===== src/rtl/activation_unit_if.sv =====
// activation_unit_if: input and output valid/ready streams of the activation stage
interface activation_unit_if #(
  parameter int dataWidth = 16,
  parameter int NUM_CH = 4
);
  logic in_valid;
  logic in_ready;
  logic [1:0] in_mode;
  logic [NUM_CH*2*dataWidth-1:0] in_data;
  logic out_valid;
  logic out_ready;
  logic [NUM_CH*dataWidth-1:0] out_data;
  logic [NUM_CH-1:0] out_sat;
  modport master (
    output in_valid, in_mode, in_data, out_ready,
    input  in_ready, out_valid, out_data, out_sat
  );
  modport slave (
    input  in_valid, in_mode, in_data, out_ready,
    output in_ready, out_valid, out_data, out_sat
  );
endinterface


===== src/rtl/activation_unit.sv =====
// activation_unit: 2-stage multi-channel ReLU/leaky/saturating-linear stage; ACT_ROUND_EN enables round-half-up
module activation_unit #(
  parameter int dataWidth = 16,
  parameter int intWidth = 4,
  parameter int NUM_CH = 4,
  parameter int LEAK_SHIFT = 3
) (
  input logic clk,
  input logic rst_n,
  activation_unit_if.slave io
);
  localparam int W = 2*dataWidth;
`ifdef ACT_ROUND_EN
  localparam logic [W:0] RND = (W+1)'(1) << (dataWidth-intWidth-1);
`else
  localparam logic [W:0] RND = '0;
`endif
  logic s1_valid, s2_valid, s1_load, s2_load;
  logic [1:0] s1_mode;
  logic [NUM_CH*W-1:0] s1_data;
  logic [NUM_CH*dataWidth-1:0] act_data, s2_data;
  logic [NUM_CH-1:0] act_sat, s2_sat;
  assign s2_load = s1_valid && (!s2_valid || io.out_ready);
  assign io.in_ready = !s1_valid || s2_load;
  assign s1_load = io.in_valid && io.in_ready;
  assign io.out_valid = s2_valid;
  assign io.out_data = s2_data;
  assign io.out_sat = s2_sat;
  for (genvar k = 0; k < NUM_CH; k++) begin : g_ch
    logic signed [W-1:0] x, xl, y;
    logic [W:0] ye;
    logic [intWidth+1:0] top;
    logic ovf;
    assign x = s1_data[k*W +: W];
    assign xl = x >>> LEAK_SHIFT;
    assign y = (!x[W-1] || s1_mode == 2'b10) ? x : (s1_mode == 2'b01) ? xl : '0;
    // one guard bit above y keeps a rounding carry out of the sign from wrapping
    assign ye = {y[W-1], y} + RND;
    assign top = ye[W -: intWidth+2];
    assign ovf = |top && !(&top);
    assign act_sat[k] = ovf;
    assign act_data[k*dataWidth +: dataWidth] = !ovf ? dataWidth'(ye >> (W-dataWidth-intWidth)) :
      ye[W] ? {1'b1, {(dataWidth-1){1'b0}}} : {1'b0, {(dataWidth-1){1'b1}}};
  end
  always_ff @(posedge clk) begin
    if (!rst_n) begin
      s1_valid <= 1'b0;
      s2_valid <= 1'b0;
      s1_mode <= '0;
      s1_data <= '0;
      s2_data <= '0;
      s2_sat <= '0;
    end else begin
      if (s1_load) begin
        s1_data <= io.in_data;
        s1_mode <= io.in_mode;
      end
      if (s2_load) begin
        s2_data <= act_data;
        s2_sat <= act_sat;
      end
      s1_valid <= s1_load || (s1_valid && !s2_load);
      s2_valid <= s2_load || (s2_valid && !io.out_ready);
    end
  end
endmodule


===== src/flat_wrapper.sv =====
// flat-port wrapper written by rule: the top's interface ports become plain ports
module activation_unit_flat 
#(
  parameter int dataWidth = 16,
  parameter int intWidth = 4,
  parameter int NUM_CH = 4,
  parameter int LEAK_SHIFT = 3
)
  (clk, rst_n, io_in_valid, io_in_mode, io_in_data, io_out_ready, io_in_ready, io_out_valid, io_out_data, io_out_sat);
  activation_unit_if #(.dataWidth(dataWidth), .NUM_CH(NUM_CH)) io_i ();
  input logic clk;
  input logic rst_n;
  input wire logic [$bits(io_i.in_valid)-1:0] io_in_valid;
  input wire logic [$bits(io_i.in_mode)-1:0] io_in_mode;
  input wire logic [$bits(io_i.in_data)-1:0] io_in_data;
  input wire logic [$bits(io_i.out_ready)-1:0] io_out_ready;
  output wire logic [$bits(io_i.in_ready)-1:0] io_in_ready;
  output wire logic [$bits(io_i.out_valid)-1:0] io_out_valid;
  output wire logic [$bits(io_i.out_data)-1:0] io_out_data;
  output wire logic [$bits(io_i.out_sat)-1:0] io_out_sat;
  assign io_i.in_valid = io_in_valid;
  assign io_i.in_mode = io_in_mode;
  assign io_i.in_data = io_in_data;
  assign io_i.out_ready = io_out_ready;
  assign io_in_ready = io_i.in_ready;
  assign io_out_valid = io_i.out_valid;
  assign io_out_data = io_i.out_data;
  assign io_out_sat = io_i.out_sat;
  activation_unit #(.dataWidth(dataWidth), .intWidth(intWidth), .NUM_CH(NUM_CH), .LEAK_SHIFT(LEAK_SHIFT)) u_core (.clk(clk), .rst_n(rst_n), .io(io_i));
endmodule

===== config.mk =====
export PLATFORM = sky130hd
export DESIGN_NAME = activation_unit_flat
export DESIGN_NICKNAME = d
export VERILOG_FILES = /design/src/rtl/activation_unit_if.sv /design/src/rtl/activation_unit.sv /design/src/flat_wrapper.sv
export SDC_FILE = /design/constraint.sdc
export NUM_CORES = 1
export LEC_CHECK = 0
export ABC_AREA = 1
export CORE_MARGIN = 2
export CORE_UTILIZATION = 35
export DETAILED_ROUTE_END_ITERATION = 10
export GPL_ROUTABILITY_DRIVEN = 1
export HOLD_SLACK_MARGIN = 0.05
export PLACE_DENSITY = 0.69
export SYNTH_ARGS = -nofsm -noshare
export SYNTH_HDL_FRONTEND = slang
export SYNTH_SLANG_ARGS = --single-unit

===== constraint.sdc =====
create_clock -name clk -period 2.8 [get_ports clk]
set_input_delay 0.56 -clock clk [delete_from_list [all_inputs] [get_ports clk]]
set_output_delay 0.56 -clock clk [all_outputs]
set_load 0.005 [all_outputs]

==> results of run 1 <==
[cells by family (layout without fill, tap and decap cells)]
kind of cell	after synthesis	count (layout)	share of synthesized area [%]
flip-flops	152	152	48.2
AO/OA/AOI/OAI	363	363	30.4
buffers and inverters	161	307	10.0
AND/OR/NAND/NOR	167	167	11.3
[registers in the layout, indices dropped and copies added (netlist names)]
register             flops
u_core.s1_data          80
u_core.io.out_data      64
u_core.io.out_sat        4
u_core.s1_mode           2
u_core.io.out_valid      1
u_core.s1_valid          1
[cell type report]
cell class,instances,area (um2)
Fill cell,1762,9180
Sequential cell,152,3040
Multi-Input combinational cell,530,2640
Timing Repair Buffer,173,1720
Clock buffer,20,457
Inverter,103,387
Tap cell,229,287
Clock inverter,11,123
[power breakdown]
| part | switching (uW) | leakage, uW | internal (uW) | total (uW) |
|---|---|---|---|---|
| Clock | 914 | 0.000286 | 1360 | 2270 |
| Combinational | 478 | 0.00180 | 432 | 910 |
| Sequential | 76.5 | 0.00126 | 2330 | 2410 |
[tightest hold or removal path: stages (launching register included)]
cell and delay [ns]:
dfxtp_1 0.30, inv_1 0.06, a21oi_1 0.05
[final timing paths]
| path | slack [ns] | start | cells after the start | to |
|---|---|---|---|---|
| setup / recovery | 0.50 | io_out_ready | 4 | io_in_ready |
| hold reg to reg | 0.45 | u_core.s1_data[76] | 2 | u_core.s1_data[76] |
| setup reg to reg | 0.69 | u_core.s1_mode[0] | 9 | u_core.io.out_data[2] |
| hold / removal | 0.45 | u_core.s1_data[76] | 2 | u_core.s1_data[76] |
[synth_stat cells, drive strengths merged]
master    n  area share [%]
clkbuf   49             2.9
inv     103             6.1
dfxtp   152              48
a21boi    1            0.18
a21oi   159              13
o21ai   147              12
or2       3            0.30
nand2   103             6.4
buf       9            0.99
nand3    39             3.1
nand4     3            0.30
nor2     19             1.2
o22ai    56             5.6
[layer usage]
metal  vias up  share of wire, %  global-route usage (%)
met5         -                 0                       0
met2       183                46                    28.2
met1      2835                47                    24.8
li1       3147                 -                       -
met4         0               1.1                    5.37
met3        16               5.3                    3.29
[through the flow]
step	std cells	area [um2]	hold WS, ns	setup slack (ns)	total power, uW
floorplan	843	6310	0.430	1.09	2950
global placement	1187	8080	0.439	0.508	3360
detailed placement	1187	8080	0.447	0.494	3370
CTS	1218	8660	0.457	0.489	5640
global route	1218	8660	0.473	0.449	5850
finish	1218	8660	0.455	0.503	5590
==> results.md, run 1 <==
* Area of the mapped netlist at between 6000 and 7000 um2
* Vias per cell at between 5 and 6
* WP buf/inv at 3
* Slowest CP cell: clkdlybuf4s50_1
* Fin Setup TNS at 0 ns
* Starting Density at between 30 and 40%
* Crit path time final at roughly 2.3 ns
* H-tree depth at 4
* Ys Warns at 0
* Final Hold Viols at 0
* Register area share after synthesis at around 48%
* Max Clk Rate at ~0.44 GHz
* Cells after synthesis at roughly 840
* Leakage power at between 0.003 and 0.004 uW
* Vias in the first global route at between 5k and 6k
* Post-DP HPWL at between 10000 and 15000 um
* Fin crit share at ~82%
* Mapped Nets at between 900 and 1k
* DRT Pass-1 Iters at 5
* Status: complete, no violations
* Root Buffer: clkbuf_16
* Clock sink total at between 150 and 200
* CP max FO at 3
* Worst path max stage delay at around 0.53 ns
* Clock Latency Late Sink at between 0.4 and 0.5 ns
* DR vias at 6181
* Post_cts resized at 0
* RSZ-0062 raised after global routing: false
* Ratio of cells with drive above 1 in the final layout at under 10%
* CP top delay family: buffers and inverters
* Pwr/cell area at roughly 650 nW/um2
* Largest net degree at the start of global routing at 59
* Slew Viols, Final at 0
* Grt ovf at 0
* # diodes at 0
* Max Cap Violations at 0
* Worst setup SP type: primary input
* I/O pin count at 204
* Full die area at roughly 19000 um2
* Die height at 138 um
* Setup-failing EPs final at 0
* Tightest Hold Check Type: reg2reg
* GRT Overall Usage at ~18%
* CTS tree: built
* WL per Instance at around 14 um
* Post-CTS Setup Bufs at 0
* WS Path Type: in2out
* Synth Register Bits at 152
* Worst EP arrival at 1.74 ns
* Initial antenna violation count at 0
* RD Place Congestion at around 0.81
* Final Net Count at 1111
* Worst slew margin at 55.7%
* Worst Path Required at between 2 and 2.5 ns
* First-pass GRT wire length at around 28000 um
* Die width at ~140 um
* Worst-margin pin slew at roughly 0.66 ns
* DRT iter0 DRCs at around 440
* Worst-path clk slew at around 0.06 ns
* CORE AREA at 17800 um2
* CP Cell Sequence: clkdlybuf4s50_1 > inv_1 > nand3_1 > clkdlybuf4s50_1
* Setup crit end kind: primary output
* # rows at between 40 and 50
* Cts hold-fix bufs at 0
* Post-synthesis cell type count at 22
* Port buffer count at about 160
* Max VDD drop at between 0.4 and 0.5 mV
* CTS Buffer Depth at 2
* Antenna-violating nets left at 0
* DRC Markers at 0
* Area grow syn2layout at 37.2%
* DRT Wirelength at around 17000 um
* Number of buffers created by CTS at 17
* Setup Skew at about 0.011 ns
* Syn avg cell area at 7.48 um2
* Commonest non-fill, non-tap cells in the layout: a21oi_1 (154), clkdlybuf4s50_1 (154), dfxtp_1 (152)
* Final core occ at 48.5%
* Most used cell along the critical path: clkdlybuf4s50_1
Power figures use the tool's default switching activity.
==> run 2, diff against run 1 <==
PLACE_DENSITY = 0.72   (was 0.69)
clock period = 1.9 ns   (was 2.8 ns; I/O delays follow)
==> run 2 against run 1 <==
  * Final cell count rose by 1.6%
  * First-iteration DRC count fell by 0.68%
  * Via count rose by 0.86%
  * Register-to-register slack got worse by 0.45 ns
  * Total power rose by 49%
  * Non-clock buffer count rose by 19
  * Utilization rose by 1.4 points
  * Worst hold slack improved by 0.0022 ns
  * Largest cell class unchanged
  * Highest routed layer unchanged
==> results.md, run 2 (synthesis gave the netlist of run 1 again) <==
* Status: complete, no violations (unchanged)
* Top reg by flops: u_core.s1_data (unchanged)
* Crit path time final at 1.67 ns
* DP Cell Count at 1206 (was 1187)
* Starting Density at 35.4% (unchanged)
* I/O pin count at 204 (unchanged)
* Clock Latency Late Sink at 0.42 ns (about the same)
* Die width at 138 um (unchanged)
* Gate power share at 17.2% (was 16.3%)
* Cts hold-fix bufs at 0 (unchanged)
* Clock sink total at 152 (unchanged)
* Register area at 3040 um2 (about the same)
* DRT Pass-1 Iters at 5 (unchanged)
* CORE AREA at 17800 um2 (unchanged)
* Number of buffers created by CTS at 17 (unchanged)
* RSZ-0062 raised after global routing: false (unchanged)
* # diodes at 0 (unchanged)
* CTS tree: built (unchanged)
* First-pass GRT wire length at 28800 um (was 28100 um)
* Port buffer count at 155 (unchanged)
* Max Cap Violations at 0 (unchanged)
* WHS at 0.457 ns (was 0.455 ns)
* Tightest Hold Check Type: reg2reg (unchanged)
* Reg2Reg Capture Point: u_core.io.out_data[27] (was u_core.io.out_data[2])
* Slew Viols, Final at 0 (unchanged)
* Grt ovf at 0 (unchanged)
* Final Hold Viols at 0 (unchanged)
* Vias per cell at 5.04 (was 5.07)
* DRT iter0 DRCs at 441 (was 444)
* Internal Power at 6160 uW (was 4120 uW)
* Max reg flops at 80 (unchanged)
* DRC Markers at 0 (unchanged)
* Leading cell type in the layout, fill and taps excluded: a21oi_1
* Tot Pwr at 8320 uW (was 5590 uW)
* Worst-path clk slew at 0.06 ns (about the same)
* Vias in the first global route at 5819 (was 5571)
* WL per Instance at 14.1 um (was 14.2 um)
* Worst EP arrival at 1.29 ns (was 1.74 ns)
* CP top delay family: buffers and inverters (unchanged)
* Pre-CTS setup slack at -0.0316 ns (was 0.494 ns)
* Die height at 138 um (unchanged)
* Ratio of cells with drive above 1 in the final layout at 9.42% (was 7.48%)
* Commonest non-fill, non-tap cells in the layout: a21oi_1 (154), clkdlybuf4s50_1 (153), dfxtp_1 (151) (was a21oi_1 (154), clkdlybuf4s50_1 (154), dfxtp_1 (152))
* P_sw at 2160 uW (was 1470 uW)
* Multi-input logic area at 2670 um2 (was 2640 um2)
* Worst setup SP type: flop (was primary input)
* R2R setup slack at 0.24 ns (was 0.69 ns)
* Post-DP HPWL at 11900 um (was 11600 um)
* Setup Skew at 0.0115 ns (was 0.0111 ns)
* Full die area at 19100 um2 (unchanged)
* Worst slew margin at 67.7% (was 55.7%)
* Worst reg2reg path startpoint: u_core.s1_mode[0] (unchanged)
* Pwr/cell area at 934 nW/um2 (was 646 nW/um2)
* CTS Buffer Depth at 2 (unchanged)
* Worst Path Required at 1.52 ns (was 2.24 ns)
* H-tree depth at 4 (unchanged)
* Slowest CP cell: clkdlybuf4s50_1 (unchanged)
* Max VDD drop at 0.591 mV (was 0.433 mV)
* FF-to-FF path depth at 10 (was 9)
* DRT Wirelength at 17400 um (was 17300 um)
* Sw frac at 26.0% (was 26.3%)
* Setup crit start: u_core.io.out_data[63] (was io_out_ready)
* Setup-failing EPs final at 0 (unchanged)
* Antenna-violating nets left at 0 (unchanged)
* Fin crit share at between 80 and 90%
* Post-route insts no fill at 1238 (was 1218)
* Root Buffer: clkbuf_16 (unchanged)
* Worst path max stage delay at 0.52 ns (was 0.53 ns)
* RD Place Congestion at 0.799 (was 0.807)
* Fillers at 1753 (was 1762)
* Area grow syn2layout at 41.1% (was 37.2%)
* CP Cell Sequence: clkdlybuf4s50_1 (was clkdlybuf4s50_1 > inv_1 > nand3_1 > clkdlybuf4s50_1)
* WP buf/inv at 1 (was 3)
* CP Depth at 1 (was 4)
* WS Path Type: reg2out (was in2out)
* Sequential power share at 42.7% (was 43.1%)
* Largest net degree at the start of global routing at 83 (was 59)
* Leakage power at 0.00346 uW (was 0.00335 uW)
* # rows at 49 (unchanged)
* Worst setup margin at 0.231 ns (was 0.503 ns)
* CP max FO at 2 (was 3)
* Final core occ at 49.9% (was 48.5%)
* Final Net Count at 1130 (was 1111)
* Critical Path Sink: io_out_data[63] (was io_in_ready)
* Clock power frac at 40.1% (was 40.6%)
* GRT Overall Usage at 18.2% (was 17.8%)
* Max Clk Rate at 0.599 GHz
* Setup crit end kind: primary output (unchanged)
* Initial antenna violation count at 0 (unchanged)
* DR vias at 6234 (was 6181)
* Worst-margin pin slew at 0.484 ns (was 0.665 ns)
## run 2: cell count changes in the layout (fill, tap and decap cells not counted), moves of 2 or more
cell / change
buf_12: +5
clkbuf_1: +2
buf_4: +14
clkinv_2: -2
nand2_2: -3
nand2_4: +4
## run 2: power by group through the flow
stage | clock network [uW] | registers (uW) | logic [uW]
after floorplan | 0 | 3610 | 736
after global placement | 0 | 3610 | 1410
after detailed placement | 0 | 3620 | 1420
after CTS | 3400 | 3550 | 1430
after global routing | 3530 | 3580 | 1600
final | 3330 | 3550 | 1430
## run 2: metrics by stage
step / TNS, ns / instance area, um2
5_1_grt: 0 / 8900
2_1_floorplan: 0 / 6310
3_3_place_gp: -0.0237 / 8280
6_report: 0 / 8900
3_5_place_dp: -0.0316 / 8280
4_1_cts: 0 / 8870
## run 2: worst min-delay path, stage by stage (launching register included)
cell	delay (ns)
dfxtp_1	0.30
inv_1	0.06
a21oi_1	0.06
## run 2: layer usage
layer | track usage, % | share of wire [%] | vias to the layer above
li1 | - | - | 3184
met1 | 25.2 | 47 | 2850
met2 | 29.0 | 47 | 184
met3 | 4.16 | 4.7 | 16
met4 | 4.51 | 1.0 | 0
met5 | 0 | 0 | -
## run 2: worst min-delay path by stage
stage,cells past startpoint,endpoint,startpoint,slack [ns]
5_1_grt,4,u_core.s1_data[15],rst_n,0.49
6_report,2,u_core.s1_data[46],u_core.s1_data[46],0.46
4_1_cts,2,u_core.s1_data[78],u_core.s1_data[78],0.46
3_3_place_gp,2,u_core.s1_data[46],u_core.s1_data[46],0.44
2_1_floorplan,2,u_core.s1_data[44],u_core.s1_data[44],0.43
3_5_place_dp,2,u_core.s1_data[78],u_core.s1_data[78],0.45
## run 2: cell type report
cell class              count  share of cell area [%]
clock inverters            10                    1.35
flip-flops and latches    152                    34.2
inverters                 103                    4.34
repair buffers            192                    21.7
multi-input cells         530                    30.0
well taps                 229                    3.22
clock buffers              22                    5.22
## run 2: repair_timing
action	CTS	global route
hold endpoints to repair	0	0
setup buffers	0	0
gates resized for setup	1	7
endpoints found under the setup margin	1	60
==> run 3, diff against run 2 <==
CTS_CLUSTER_DIAMETER = 60   (was default)
==> results of run 3 <==
Same layout as run 2: the final DEF is identical, and so are final timing and power.
